## config.mk

```make
export PLATFORM = sky130hd
export DESIGN_NAME = mem_access_ctrl
export DESIGN_NICKNAME = d
export VERILOG_FILES = /design/src/rtl/mem_access_ctrl.sv
export SDC_FILE = /design/constraint.sdc
export NUM_CORES = 1
export LEC_CHECK = 0
export BUFFER_PORTS_ARGS = -buffer_cell sky130_fd_sc_hd__buf_2
export CORE_MARGIN = 2
export CORE_UTILIZATION = 39
export DETAILED_ROUTE_END_ITERATION = 10
export GPL_ROUTABILITY_DRIVEN = 0
export PLACE_DENSITY_LB_ADDON = 0.05
export RECOVER_POWER = 100
export SLEW_MARGIN = 20
export SYNTH_ARGS = -nofsm -noshare
export SYNTH_HDL_FRONTEND = slang
export SYNTH_SLANG_ARGS = --single-unit
```

## constraint.sdc

```tcl
create_clock -name clk -period 2.35 [get_ports clk]
set_input_delay 0.3525 -clock clk [delete_from_list [all_inputs] [get_ports clk]]
set_output_delay 0.3525 -clock clk [all_outputs]
set_load 0.02 [all_outputs]
```

## src/rtl/mem_access_ctrl.sv

```systemverilog
// mem_access_ctrl: sequences MEM-stage loads and stores onto a multi-cycle
// data memory. Issues a one-cycle request strobe, stalls the pipeline until
// the memory answers, captures load data and handles halt drain and fatal
// errors (misaligned or conflicting request, memory fault, response timeout).
module mem_access_ctrl #(
   parameter int ADDR_W  = 16,
   parameter int DATA_W  = 16,
   parameter int TIMEOUT = 31
) (
   input  logic              clk,
   input  logic              rst,
   input  logic              mem_read,
   input  logic              mem_write,
   input  logic [ADDR_W-1:0] addr,
   input  logic [DATA_W-1:0] wr_data,
   input  logic              halt,
   input  logic              mem_done,
   input  logic              mem_err,
   input  logic [DATA_W-1:0] mem_rd_data,
   output logic              mem_en,
   output logic              mem_wr,
   output logic [ADDR_W-1:0] mem_addr,
   output logic [DATA_W-1:0] mem_wr_data,
   output logic [DATA_W-1:0] rd_data,
   output logic              access_done,
   output logic              pipe_stall,
   output logic              halted,
   output logic              err
);

   typedef enum logic [2:0] {
      IDLE,
      ISSUE,
      WAIT,
      DONE,
      HALTED,
      ERROR
   } state_t;

   localparam logic [7:0] TIMEOUT_CNT = 8'(TIMEOUT);

   state_t              state_q, state_d;
   logic [7:0]          cnt_q, cnt_d;
   logic                mem_en_q, mem_en_d;
   logic                mem_wr_q, mem_wr_d;
   logic [ADDR_W-1:0]   mem_addr_q, mem_addr_d;
   logic [DATA_W-1:0]   mem_wr_data_q, mem_wr_data_d;
   logic [DATA_W-1:0]   rd_data_q, rd_data_d;
   logic                access_done_q, access_done_d;
   logic                halted_q, halted_d;
   logic                err_q, err_d;
   logic                req;

   assign req = mem_read | mem_write;

   // Next-state logic: accepts and checks requests in IDLE, tracks the
   // memory handshake and wait budget, and derives the registered outputs
   // from the state being entered.
   always_comb begin
      state_d       = state_q;
      cnt_d         = cnt_q;
      mem_wr_d      = mem_wr_q;
      mem_addr_d    = mem_addr_q;
      mem_wr_data_d = mem_wr_data_q;
      rd_data_d     = rd_data_q;

      case (state_q)
         IDLE: begin
            cnt_d = '0;
            if (req) begin
               if ((mem_read && mem_write) || addr[0]) begin
                  state_d = ERROR;
               end else begin
                  mem_wr_d      = mem_write;
                  mem_addr_d    = addr;
                  mem_wr_data_d = wr_data;
                  state_d       = ISSUE;
               end
            end else if (halt) begin
               state_d = HALTED;
            end
         end
         ISSUE, WAIT: begin
            if (mem_done) begin
               cnt_d = '0;
               if (mem_err) begin
                  state_d = ERROR;
               end else begin
                  if (!mem_wr_q) begin
                     rd_data_d = mem_rd_data;
                  end
                  state_d = DONE;
               end
            end else if (state_q == ISSUE) begin
               cnt_d   = '0;
               state_d = WAIT;
            end else begin
               cnt_d = cnt_q + 8'd1;
               if (cnt_d == TIMEOUT_CNT) begin
                  state_d = ERROR;
               end
            end
         end
         DONE: begin
            cnt_d   = '0;
            state_d = halt ? HALTED : IDLE;
         end
         HALTED: state_d = HALTED;
         ERROR:  state_d = ERROR;
         default: state_d = IDLE;
      endcase

      mem_en_d      = (state_d == ISSUE);
      access_done_d = (state_d == DONE);
      halted_d      = (state_d == HALTED);
      err_d         = (state_d == ERROR);
   end

   // State and output registers with synchronous reset taking priority.
   always_ff @(posedge clk) begin
      if (rst) begin
         state_q       <= IDLE;
         cnt_q         <= '0;
         mem_en_q      <= 1'b0;
         mem_wr_q      <= 1'b0;
         mem_addr_q    <= '0;
         mem_wr_data_q <= '0;
         rd_data_q     <= '0;
         access_done_q <= 1'b0;
         halted_q      <= 1'b0;
         err_q         <= 1'b0;
      end else begin
         state_q       <= state_d;
         cnt_q         <= cnt_d;
         mem_en_q      <= mem_en_d;
         mem_wr_q      <= mem_wr_d;
         mem_addr_q    <= mem_addr_d;
         mem_wr_data_q <= mem_wr_data_d;
         rd_data_q     <= rd_data_d;
         access_done_q <= access_done_d;
         halted_q      <= halted_d;
         err_q         <= err_d;
      end
   end

   // Stall is combinational so a new request freezes the pipeline in the very
   // cycle it is seen; only the DONE cycle lets the pipeline advance.
   always_comb begin
      pipe_stall = 1'b1;
      case (state_q)
         IDLE:    pipe_stall = req;
         DONE:    pipe_stall = 1'b0;
         default: pipe_stall = 1'b1;
      endcase
   end

   assign mem_en      = mem_en_q;
   assign mem_wr      = mem_wr_q;
   assign mem_addr    = mem_addr_q;
   assign mem_wr_data = mem_wr_data_q;
   assign rd_data     = rd_data_q;
   assign access_done = access_done_q;
   assign halted      = halted_q;
   assign err         = err_q;

endmodule

```

==> PnR_summary.wiki <==
{| class="wikitable"
! Metric !! Value
|-
| Internal cell power || 1.940 mW
|-
| Total Wirelength || 5941 microns
|-
| Highest achievable clock rate || a little over 0.5 GHz
|-
| Syn Area/Cell || approximately 8.5 sq um
|-
| Sequential area share after synthesis || 49.85%
|-
| Crit. End Element || flop
|-
| Flop-to-flop setup slack || 0.39 ns
|-
| Number of enable flip-flop cells after synthesis || 0
|-
| Core Footprint || 6350 sq um
|-
| Final Power || 2.645 mW
|-
| Vertical die dimension || between 80 and 90 microns
|-
| Biggest area consumer among synthesized cells || dfxtp_1
|-
| Share of total power in sequential cells || 45.1%
|-
| Wire length per cell || around 12 microns
|-
| Hold Path Origin || mem_rd_data[5]
|-
| Unrepaired setup endpoints after global routing || false
|-
| Count of endpoints failing setup in the final report || 0
|-
| Vias in the first global route || 2112
|-
| Inserted Diodes || 0
|-
| Final Hold Fails || 0
|-
| Count of cell types in the netlist || 39
|-
| Worst R2R Start || cnt_q[0]
|-
| Type of the worst setup path || flop to flop
|-
| Primary FF master, synth || dfxtp_1
|-
| Total number of vias || 2331
|-
| Library cell with the highest instance count after synthesis || nand2_1
|-
| Reg2reg end || halted
|-
| Total global routing track utilization || 16.41%
|-
| Number of CTS-inserted buffers || 9
|-
| Fraction of layout cells with a size suffix above 1 || 19.85%
|-
| Number of top-level pins || 109
|-
| FP Rows || 29
|-
| Largest voltage drop on the vdd net || 0.0004411 V
|-
| Pin count of the biggest net entering global routing || 36
|-
| Average via count per standard cell || 4.757
|-
| Fraction of power consumed by the clock network || 40.3%
|-
| Tightest slew margin relative to the limit || 57.20%
|-
| FFs w/ async S/R, synth || 0%
|-
| Total nets after synthesis || 360
|-
| Total Die Area || 7255 sq um
|-
| Number of port buffers || 108
|-
| Number of nets with antenna violations after detailed routing || 0
|-
| Share of the clock period used by the worst path after layout || a little over four fifths
|-
| Post-CTS Setup Bufs || 0
|-
| Initial antenna violation count || 0
|-
| Total number of yosys warnings || 0
|-
| First-pass GRT wire length || 9508 microns
|-
| Sum of overflow across all layers after global routing || 0
|-
| Most used standard cells in the synthesized netlist || 71 x nand2_1, 64 x dfxtp_1, 43 x a21oi_1
|-
| DR pass1 iterations || 4
|-
| Total of max-cap violations || 0
|-
| Final total negative setup slack || 0 ns
|-
| Cell count after synthesis || roughly 300
|-
| Chip Width || 85.18 microns
|-
| Arrival time at the worst endpoint || 2.20 ns
|-
| Starting density of the core || 40.47%
|-
| Req. time, crit path || 2.58 ns
|-
| Switching part of the total power || a little over a quarter
|-
| Inst Count DP || 474
|-
| Hold Buf Count CTS || 0
|-
| Skew final || 0.008139 ns
|-
| Area growth from synthesis to final layout || 28.77%
|-
| Buffer depth of the longest clock path || 2
|-
| Number of DRC markers after the initial detailed-route iteration || 49
|-
| Insertion delay to the later sink of the worst-skew pair || approximately 0.33 ns
|-
| Leading post-synthesis cells by cell area || dfxtp_1 50%, nand2_1 10%, a21oi_1 8.4%, mux2i_1 6.2%, nor2_1 4.8%
|-
| Slew at the pin closest to its max-slew limit || 0.6420 ns
|-
| H-tree levels || 3
|-
| Non-filler cells, final || 490
|-
| Hold EP || rd_data[5]
|-
| Clock period minus worst slack || 1.965 ns
|-
| Netlist Area Pre-Place || about 2600 sq um
|-
| Hold path depth || 3
|-
| Cell count of the worst reg-to-reg path || 6
|-
| Status || finished clean
|-
| CP max FO || 6
|-
| Leak Pwr || between 1 and 1.5 nW
|-
| Sum of net half-perimeters after detailed placement || 4017 microns
|-
| Fin nets || 465
|-
| Max Slew Vio Count || 0
|-
| Switching power || 0.7051 mW
|-
| Number of remaining DRC errors || 0
|-
| CTS resizes || 0
|-
| Logic pwr share || 14.6%
|-
| TritonCTS clock tree || done
|-
| Portion of synthesized cell area occupied by the leading cell type || between 40% and 50%
|-
| Power density of the placed cells || 799.3 nW/um^2
|-
| Worst min-delay path class || primary input to flop
|-
| Number of clock sinks || 64
|-
| Yosys reg bits || 64
|-
| CP startpoint kind || flop
|-
| CTS Root Buffer Type || clkbuf_8
|-
| Clock-pin transition on the worst setup and hold timing paths || 0.07 ns
|}
[cell type report]
type | instances | area (sq um)
multi-input combinational | 215 | 1174
inverter | 4 | 15.01
clock inverter | 5 | 78.83
tap | 77 | 96.34
sequential | 64 | 1281
clock buffer | 11 | 151.4
fill | 661 | 3040
timing repair buffer | 114 | 513.0
[worst max-delay path by stage]
stage	from	endpoint	slack [ns]	cells past startpoint
after floorplan	cnt_q[0]	halted	0.56	6
after global placement	cnt_q[0]	halted	0.46	6
after detailed placement	cnt_q[0]	halted	0.41	6
after CTS	cnt_q[0]	halted	0.40	6
after global routing	cnt_q[0]	halted	0.17	6
final	cnt_q[0]	halted	0.39	6
[logic make-up after synthesis]
| group | synth area share (%) |
|---|---|
| AOI/OAI and AO/OA | 14.02 |
| xor gates and xnor gates | 1.997 |
| adders and majority gates | 0.9736 |
| buffers and inverters | 3.992 |
| DFF | 49.85 |
| muxes | 6.232 |
| and+or+nand+nor | 22.93 |
[power groups by stage]
stage | registers (mW) | clock network, mW | logic, mW
finish | 1.19 | 1.07 | 0.387
global route | 1.20 | 1.15 | 0.433
CTS | 1.19 | 1.10 | 0.415
detailed placement | 1.22 | 0 | 0.414
global placement | 1.22 | 0 | 0.413
floorplan | 1.27 | 0 | 0.214
[through the flow]
step / area, sq um / util, % / setup slack, ns / hold slack (ns)
floorplan: 2570 / - / 0.5588 / 0.4672
global placement: 3173 / 49.97 / 0.4621 / 0.4387
detailed placement: 3173 / 49.97 / 0.4082 / 0.4437
CTS: 3403 / 53.60 / 0.3955 / 0.2386
global route: 3309 / 52.12 / 0.1686 / 0.2379
finish: 3309 / 52.12 / 0.3852 / 0.2450
[flip-flops by register name, summed over array words and instances (netlist names), 3 cells and up]
name         count
state_q          3
mem_wr_data     16
cnt_q            8
rd_data         16
mem_addr        16
[metal layers]
metal	wire, microns	global-route usage (%)	vias to the layer above
met3	422	5.058	8
met2	2702	27.20	72
met1	2725	19.87	1026
met5	0	0	-
met4	91	6.494	0
li1	-	-	1225
[worst max-delay path: stages, from the launching register on]
cell	delay, ns
dfxtp_1	0.41
ha_1	0.27
xor2_1	0.15
and4b_1	0.19
nand4_1	0.17
o31a_1	0.40
a2111oi_4	0.27
[cell usage in the layout, fill, tap and decap left out, types with 5 or more instances in the layout]
cell type,Yosys,layout
dfxtp_1,64,64
clkbuf_8,0,11
clkbuf_1,10,54
o21ai_0,6,6
nor2_1,33,33
or3_1,5,5
nand2_1,71,71
mux2i_1,16,16
buf_2,10,54
a21oi_1,43,43
Power figures use the tool's default switching activity.
